===== config.mk =====
export PLATFORM = sky130hd
export DESIGN_NAME = multicycle_controller
export DESIGN_NICKNAME = d
export VERILOG_FILES = /design/src/rtl/multicycle_controller.sv
export SDC_FILE = /design/constraint.sdc
export NUM_CORES = 1
export LEC_CHECK = 0
export BUFFER_PORTS_ARGS = -buffer_cell sky130_fd_sc_hd__buf_2
export CAP_MARGIN = 10
export CORE_MARGIN = 10
export CORE_UTILIZATION = 43
export DETAILED_ROUTE_END_ITERATION = 8
export HOLD_SLACK_MARGIN = 0.12
export PLACE_DENSITY_LB_ADDON = 0.05
export SYNTH_ARGS = -nofsm -noshare
export SYNTH_HDL_FRONTEND = slang
export SYNTH_SLANG_ARGS = --single-unit

===== constraint.sdc =====
create_clock -name clk -period 1.43 [get_ports clk]
set_input_delay 0.143 -clock clk [delete_from_list [all_inputs] [get_ports clk]]
set_output_delay 0.143 -clock clk [all_outputs]
set_load 0.01 [all_outputs]

===== src/rtl/multicycle_controller.sv =====
// Multi-cycle sequencer for the 16-bit datapath: fetch over req/ack, decode once,
// then step EXEC/MEM/WB/PCUPD with one-cycle strobes, bus timeout and halt.
//
// state  | meaning
// FETCH  | imem_req high, waiting for imem_ack (ir_load on ack)
// DECODE | latch decode fields and selects from IR
// EXEC   | ALU settles, iscond for the ALU class
// MEM    | dmem_req high, waiting for dmem_ack
// WB     | isload strobe
// PCUPD  | pc_load strobe, instruction retires
// HALT   | sticky stop, left only by reset

module multicycle_controller #(
    parameter int TIMEOUT = 16,
    parameter int CNT_W   = 16
) (
    input  logic             clk,
    input  logic             rst,
    input  logic [6:0]       IR,
    input  logic             d,
    output logic             imem_req,
    input  logic             imem_ack,
    output logic             dmem_req,
    input  logic             dmem_ack,
    output logic             ir_load,
    output logic [2:0]       fsel,
    output logic [2:0]       muxsel,
    output logic             isload,
    output logic             iscond,
    output logic             memrw,
    output logic             pc_load,
    output logic             halted,
    output logic             bus_err,
    output logic [CNT_W-1:0] instr_count
);

    localparam int WAIT_W = $clog2(TIMEOUT + 1);

    typedef enum logic [2:0] {
        S_FETCH,
        S_DECODE,
        S_EXEC,
        S_MEM,
        S_WB,
        S_PCUPD,
        S_HALT
    } state_t;

    state_t            state;
    logic [1:0]        cls;
    logic [1:0]        mode;
    logic              is_store;
    logic              do_wb;
    logic [1:0]        mux_lo;
    logic [WAIT_W-1:0] wait_cnt;
    logic              wait_done;
    logic              pc_src;

    logic [4:0]        op5;
    logic [2:0]        dec_fsel;
    logic              dec_store;
    logic              dec_wb;
    logic              dec_halt;

    always_comb begin
        op5       = IR[6:2];
        dec_store = (op5 == 5'b00001);
        dec_halt  = (IR == 7'b1111111);
        dec_wb    = !IR[6] && (op5 != 5'b00001) && (op5 != 5'b01010);
        if (op5 == 5'b01000 || IR[1:0] == 2'b10)
            dec_fsel = 3'b010;
        else if (IR == 7'd1)
            dec_fsel = 3'b000;
        else if (IR == 7'd0)
            dec_fsel = 3'b011;
        else if (op5 == 5'b01101)
            dec_fsel = 3'b100;
        else if (op5 == 5'b01100)
            dec_fsel = 3'b101;
        else if (op5 == 5'b01011)
            dec_fsel = 3'b110;
        else if (op5 == 5'b01001 || op5 == 5'b01010)
            dec_fsel = 3'b001;
        else
            dec_fsel = 3'b111;
    end

    // counts consecutive unacknowledged wait cycles; the TIMEOUT-th one trips
    assign wait_done = (wait_cnt == WAIT_W'(TIMEOUT - 1));

    always_ff @(posedge clk or negedge rst) begin
        if (!rst) begin
            state       <= S_FETCH;
            cls         <= 2'b00;
            mode        <= 2'b00;
            is_store    <= 1'b0;
            do_wb       <= 1'b0;
            fsel        <= 3'b000;
            mux_lo      <= 2'b00;
            wait_cnt    <= '0;
            halted      <= 1'b0;
            bus_err     <= 1'b0;
            instr_count <= '0;
        end else begin
            case (state)
                S_FETCH: begin
                    if (imem_ack) begin
                        wait_cnt <= '0;
                        state    <= S_DECODE;
                    end else if (wait_done) begin
                        wait_cnt <= '0;
                        bus_err  <= 1'b1;
                        halted   <= 1'b1;
                        state    <= S_HALT;
                    end else begin
                        wait_cnt <= wait_cnt + WAIT_W'(1);
                    end
                end
                S_DECODE: begin
                    cls      <= IR[6:5];
                    mode     <= IR[1:0];
                    is_store <= dec_store;
                    do_wb    <= dec_wb;
                    fsel     <= dec_fsel;
                    mux_lo   <= {IR[0], (IR[1:0] != 2'b10)};
                    if (dec_halt) begin
                        halted <= 1'b1;
                        state  <= S_HALT;
                    end else begin
                        state  <= S_EXEC;
                    end
                end
                S_EXEC: begin
                    if (is_store || mode == 2'b10)
                        state <= S_MEM;
                    else if (do_wb)
                        state <= S_WB;
                    else
                        state <= S_PCUPD;
                end
                S_MEM: begin
                    if (dmem_ack) begin
                        wait_cnt <= '0;
                        state    <= (mode == 2'b10) ? S_WB : S_PCUPD;
                    end else if (wait_done) begin
                        wait_cnt <= '0;
                        bus_err  <= 1'b1;
                        halted   <= 1'b1;
                        state    <= S_HALT;
                    end else begin
                        wait_cnt <= wait_cnt + WAIT_W'(1);
                    end
                end
                S_WB: begin
                    state <= S_PCUPD;
                end
                S_PCUPD: begin
                    instr_count <= instr_count + CNT_W'(1);
                    state       <= S_FETCH;
                end
                S_HALT: begin
                    state <= S_HALT;
                end
                default: begin
                    state <= S_FETCH;
                end
            endcase
        end
    end

    // the FETCH-state outputs are gated by rst so nothing escapes while held in reset
    assign imem_req = rst && (state == S_FETCH);
    assign ir_load  = rst && (state == S_FETCH) && imem_ack;
    assign dmem_req = (state == S_MEM);
    assign memrw    = (state == S_MEM) && is_store;
    assign iscond   = (state == S_EXEC) && (cls == 2'b01);
    assign isload   = (state == S_WB);
    assign pc_load  = (state == S_PCUPD);
    assign pc_src   = (state == S_PCUPD) && !((cls == 2'b11) || (cls == 2'b10 && d));
    assign muxsel   = {pc_src, mux_lo};

endmodule

# Word level (Yosys, flattened, before mapping)
# Index checks and enable logic that the tools add are counted.
[classes]
eq_ne = 27
n_mux = 28
addsub = 2
n_reduce_logical = 20
[op_table]
columns = ["op", "count"]
rows = [
  ["3-bit two-way mux", 12],
  ["5-bit by 4-bit == test with 1-bit output, second input constant", 7],
  ["3-bit case mux with 6 select lines", 1],
  ["16-bit by 1-bit adder with 16-bit output, second input constant", 1],
  ["5-bit two-way mux", 3],
  ["5-bit case mux with 2 select lines", 1],
  ["3-bit == test, second input constant", 3],
  ["1-bit two-way mux", 9],
  ["2-bit == test, second input constant", 4],
  ["1-bit logical AND", 8],
  ["2-bit inequality test, second input constant", 4],
  ["7-bit by 1-bit == test with 1-bit output, second input constant", 1],
  ["7-bit == test, second input constant", 1],
  ["7-bit logical NOT", 1],
  ["3-bit by 2-bit == test with 1-bit output, second input constant", 2],
  ["5-bit by 1-bit adder with 5-bit output, second input constant", 1],
  ["5-bit by 1-bit == test with 1-bit output, second input constant", 1],
  ["5-bit by 1-bit inequality test with 1-bit output, second input constant", 1],
  ["5-bit by 4-bit inequality test with 1-bit output, second input constant", 1],
  ["1-bit logical OR", 4],
  ["4-bit AND reduction", 1],
  ["3-bit by 1-bit == test with 1-bit output, second input constant", 1],
  ["3-bit logical NOT", 1],
  ["1-bit case mux with 3 select lines", 1],
  ["6 further kinds", 7],
]
[totals]
in_bits = 12
regBits = 37
elab_cells = 88
out_inout_bits = 31

# Depth between registers and ports, before layout
[depth]
depth_word = 9
ltp_mapped = 6
mapped_depth_nobuf = 5

# Least setup slack after synthesis
# Ideal clock, no wire load.
[synth_timing]
path_kind = "reg2out"
from = "register state[0]"
to = "output port ir_load"
setup_slack_ns = -0.131
path_buffers = 1
stages_incl_launch_ff = 4
t_required_ns = 1.287
arrival_time_ns = 1.418
cell_sequence = "dfrtp_1 > buf_2 > nor4b_1 > and2_1"
[synth_between]
elab_chain_len = 3
[synth_rtl]
columns = ["element", "line", "text"]
rows = [
  ["start, declared", "49", "state_t state;"],
  ["start signal, assigned", "144", "state <= (mode == 2'b10) ? S_WB : S_PCUPD;"],
  ["3-bit logical NOT", "-", ""],
  ["1-bit logical AND", "-", ""],
  ["net imem_req", "21", "output logic imem_req,"],
  ["1-bit logical AND", "173", "assign ir_load = rst && (state == S_FETCH) && imem_ack;"],
  ["end, declared", "25", "output logic ir_load,"],
]
# The timed path passes the listed nets, and every way through them passes these cells.

# Final worst setup path
[layout_timing]
from = "register state[2]"
to = "output port ir_load"
[layout_between]
elab_chain_len = 3
[layout_rtl]
columns = ["element", "line"]
rows = [
  ["3-bit logical NOT", "173"],
  ["1-bit logical AND (2 in a row)", "173"],
]
# No other way between the ends.

==> metrics.md <==
| Metric | Value |
|---|---|
| DPL Wire Length | 3.61 mm |
| Max-slew headroom | 64.3% |
| 1st-iter DRT viols | 96 |
| PD cells | 1720 nW/µm² |
| Share of layout cells above drive strength 1 | 53.7% |
| Layout Cells excl Fill | 337 |
| Flop pwr share | 29.2% |
| Clock Sinks | 36 |
| Pin count of the biggest net entering global routing | 37 |
| Clock Root Buffer | clkbuf_8 |
| Worst Setup Path Type | flop to primary output |
| Cell area after layout | 2980 µm² |
| Total negative setup slack | -1.22 ns |
| Worst Hold Class | input pin to flop |
| Slowest stage delay, CP | 0.40 ns |
| Asr flop ratio synth | 100% |
| Reg-to-Reg End | wait_cnt[4] |
| Pint | 3.23 mW |
| Mapped Nets | 203 |
| Avg WL per Cell | 15.6 µm |
| Vias in the first global route | 1818 |
| Maximum root-to-sink buffer count | 2 |
| Worst setup margin | -0.160 ns |
| Via-to-Cell Ratio | 5.31 |
| CP max FO | 5 |
| Reg-to-Reg Start | state[2] |
| Clk slew on worst S/H paths | 0.07 ns |
| Std-Cell Rows | 24 |
| #FFs+latches synth | 36 |
| Worst path cell trace | buf_6 > buf_6 > nor4b_4 > and2_1 > buf_2 |
| Leak Pwr | 1.49 nW |
| Global-route wire length before repair | 8.33 mm |
| Tot GR Track Use | 13.6% |
| R2R setup slack | -0.14 ns |
| Placed cell count | 303 |
| DR vias | 1789 |
| Required time of the critical path | 1.29 ns |
| Status | finished, violations left |
| # IOs | 43 |
| Switching power | 1.91 mW |
| WL final | 5.27 mm |
| Post-route ant nets | 0 |
| Hold path start | IR[0] |
| Die width | 87.1 µm |
| Failing checks | setup timing |
| Die Y | 87.1 µm |
| Placed Area | 2370 µm² |
| Max Slew Vio Count | 0 |
| GRT overflow | 0 |
| Worst path arrival time | 1.45 ns |
| Port buffer count | 42 |
| Worst setup SP type | flop |
| Most frequent cell after synthesis | dfrtp_1 |
| Largest area contributor in the netlist | dfrtp_1 |
| Number of buffers created by CTS | 5 |
| Ys Warns | 0 |
| Worst-Skew Late Latency | 0.28 ns |
| Synth Area per Inst | 10.2 µm² |
| Sw frac | 37.1% |
| Drt first pass iters | 4 |
| Top_reg_cell synth | dfrtp_1 |
| # setup viols final | 16 |
| Slew @ Worst Pin | 0.528 ns |
| CTS tree | built |
| Distinct cell type count after synthesis | 49 |
| Die area | 7590 µm² |
| Fin util | 68.4% |
| Post-synthesis cell count | 189 |
| Largest cells by area after synthesis | dfrtp_1, xnor2_1, nand2_1, xor2_1, mux2_2 |
| Max-Cap Viols | 0 |
| H-tree depth | 2 |
| Clock share of power | 14.3% |
| Placer congestion estimate | 0.868 |
| Most frequent CP cell | buf_6 |
| N_diodes | 0 |
| Crit. End Element | primary output |
| Core Area | 4350 µm² |
| Hold Fails Final Rpt | 0 |
| Fin nets | 298 |
| FF-to-FF path depth | 6 |
| Period minus WS final | 1.59 ns |
| Final period util | 111% |
| Hold Path Depth | 2 |
| Most common library cells after synthesis | dfrtp_1, nand2_1, xnor2_1 |
| RSZ-0062 raised after global routing | true |
| VDD IR max | 0.908 mV |
| Top-area cell type share of the netlist area | 46.5% |
| Mapped Area | 1940 µm² |
| Hold EP | mode[0] |
| Setup Skew | 0.00442 ns |
| Starting Density | 44.5% |
| Drt drc | 0 |
| Comb power frac | 56.5% |
| Tot Pwr | 5.13 mW |
| Synth-to-Final Area Change | 53.7% |
| Slowest-stage cell, CP | dfrtp_1 |
| FMAX | 629 MHz |
| Initial antenna violation count | 0 |
| Post-synth EDFFs | 0 |
| Sequential cell area fraction in the yosys report | 46.5% |
[cells by family after synthesis]
| logic type | synth area share (%) |
|---|---|
| buffers and inverters | 5.30 |
| flip-flops | 46.5 |
| AND/OR/NAND/NOR | 25.3 |
| AO/OA/AOI/OAI | 10.5 |
| multiplexers | 3.42 |
| XOR/XNOR | 7.69 |
| adder cells (fa/ha/maj) | 1.29 |
[worst max path at each step]
stage	startpoint	endpoint	slack, ns	cells after the start
2_1_floorplan	instr_count[0]	instr_count[14]	0.01	5
3_3_place_gp	state[1]	halted	-0.04	3
3_5_place_dp	state[1]	instr_count[14]	-0.09	4
4_1_cts	state[2]	ir_load	-0.15	5
5_1_grt	state[1]	wait_cnt[3]	-0.21	6
6_report	state[2]	ir_load	-0.16	5
[area by class of cell]
cell class                 instances  area [µm²]
timing repair buffer              98         689
multi-input combinational        137        1200
clock inverter                     2        10.0
fill                             324        1380
inverter                           6        25.0
tap                               52        65.1
clock buffer                       6        82.6
sequential                        36         903
[timing repair]
item                                    in CTS  in global routing
gates resized for setup                     37                 30
gates cloned                                 0                  1
setup buffers                               12                 13
hold buffers                                 1                  0
endpoints found under the setup margin      23                 26
hold endpoints to repair                    36                  0
pin swaps                                   13                 21
[critical path, delay by kind of cell (launching register included)]
| family | cells | cell delay [ns] |
|---|---|---|
| flip-flops | 1 | 0.40 |
| buffers and inverters | 3 | 0.39 |
| AND/OR/NAND/NOR | 2 | 0.38 |
[per-layer routing]
layer | GRT usage [%] | routed length (µm) | part of all wire (%)
met5 | 0 | 0 | 0
met4 | 5.94 | 80 | 1.5
met3 | 3.84 | 232 | 4.4
met2 | 23.8 | 2770 | 53
met1 | 14.9 | 2190 | 41
[per-stage QoR]
step | worst slack [ns] | hold WS (ns)
finish | -0.160 | 0.143
global route | -0.205 | 0.151
CTS | -0.153 | 0.134
detailed placement | -0.0878 | 0.244
global placement | -0.0435 | 0.234
floorplan | 0.0119 | -0.153
[power groups by stage]
stage	logic [mW]	clock network (mW)	registers, mW
6_report	2.90	0.735	1.50
2_1_floorplan	1.03	0	1.58
5_1_grt	3.14	0.804	1.53
4_1_cts	2.41	0.773	1.48
3_3_place_gp	1.87	0	1.49
3_5_place_dp	1.93	0	1.50
[sequential cells by signal, summed over array words and instances (netlist names)]
| name | count |
|---|---|
| bus_err | 1 |
| cls | 2 |
| do_wb | 1 |
| fsel | 3 |
| halted | 1 |
| instr_count | 16 |
| is_store | 1 |
| mode | 2 |
| mux_lo | 1 |
| state | 3 |
| wait_cnt | 5 |
[cell usage in the layout, fill, tap and decap left out, drive strengths merged, types with 4 or more instances in the layout]
cell | netlist | layout
a21oi | 5 | 5
o21ai | 5 | 5
mux2 | 5 | 5
nor3 | 7 | 7
xnor2 | 10 | 10
nor4b | 4 | 4
nand2 | 20 | 20
nor2 | 8 | 8
nand4 | 7 | 7
xor2 | 7 | 7
dfrtp | 36 | 36
and2 | 4 | 4
buf | 11 | 97
inv | 6 | 6
clkbuf | 0 | 6
nand3 | 8 | 8
Power figures use the tool's default switching activity.
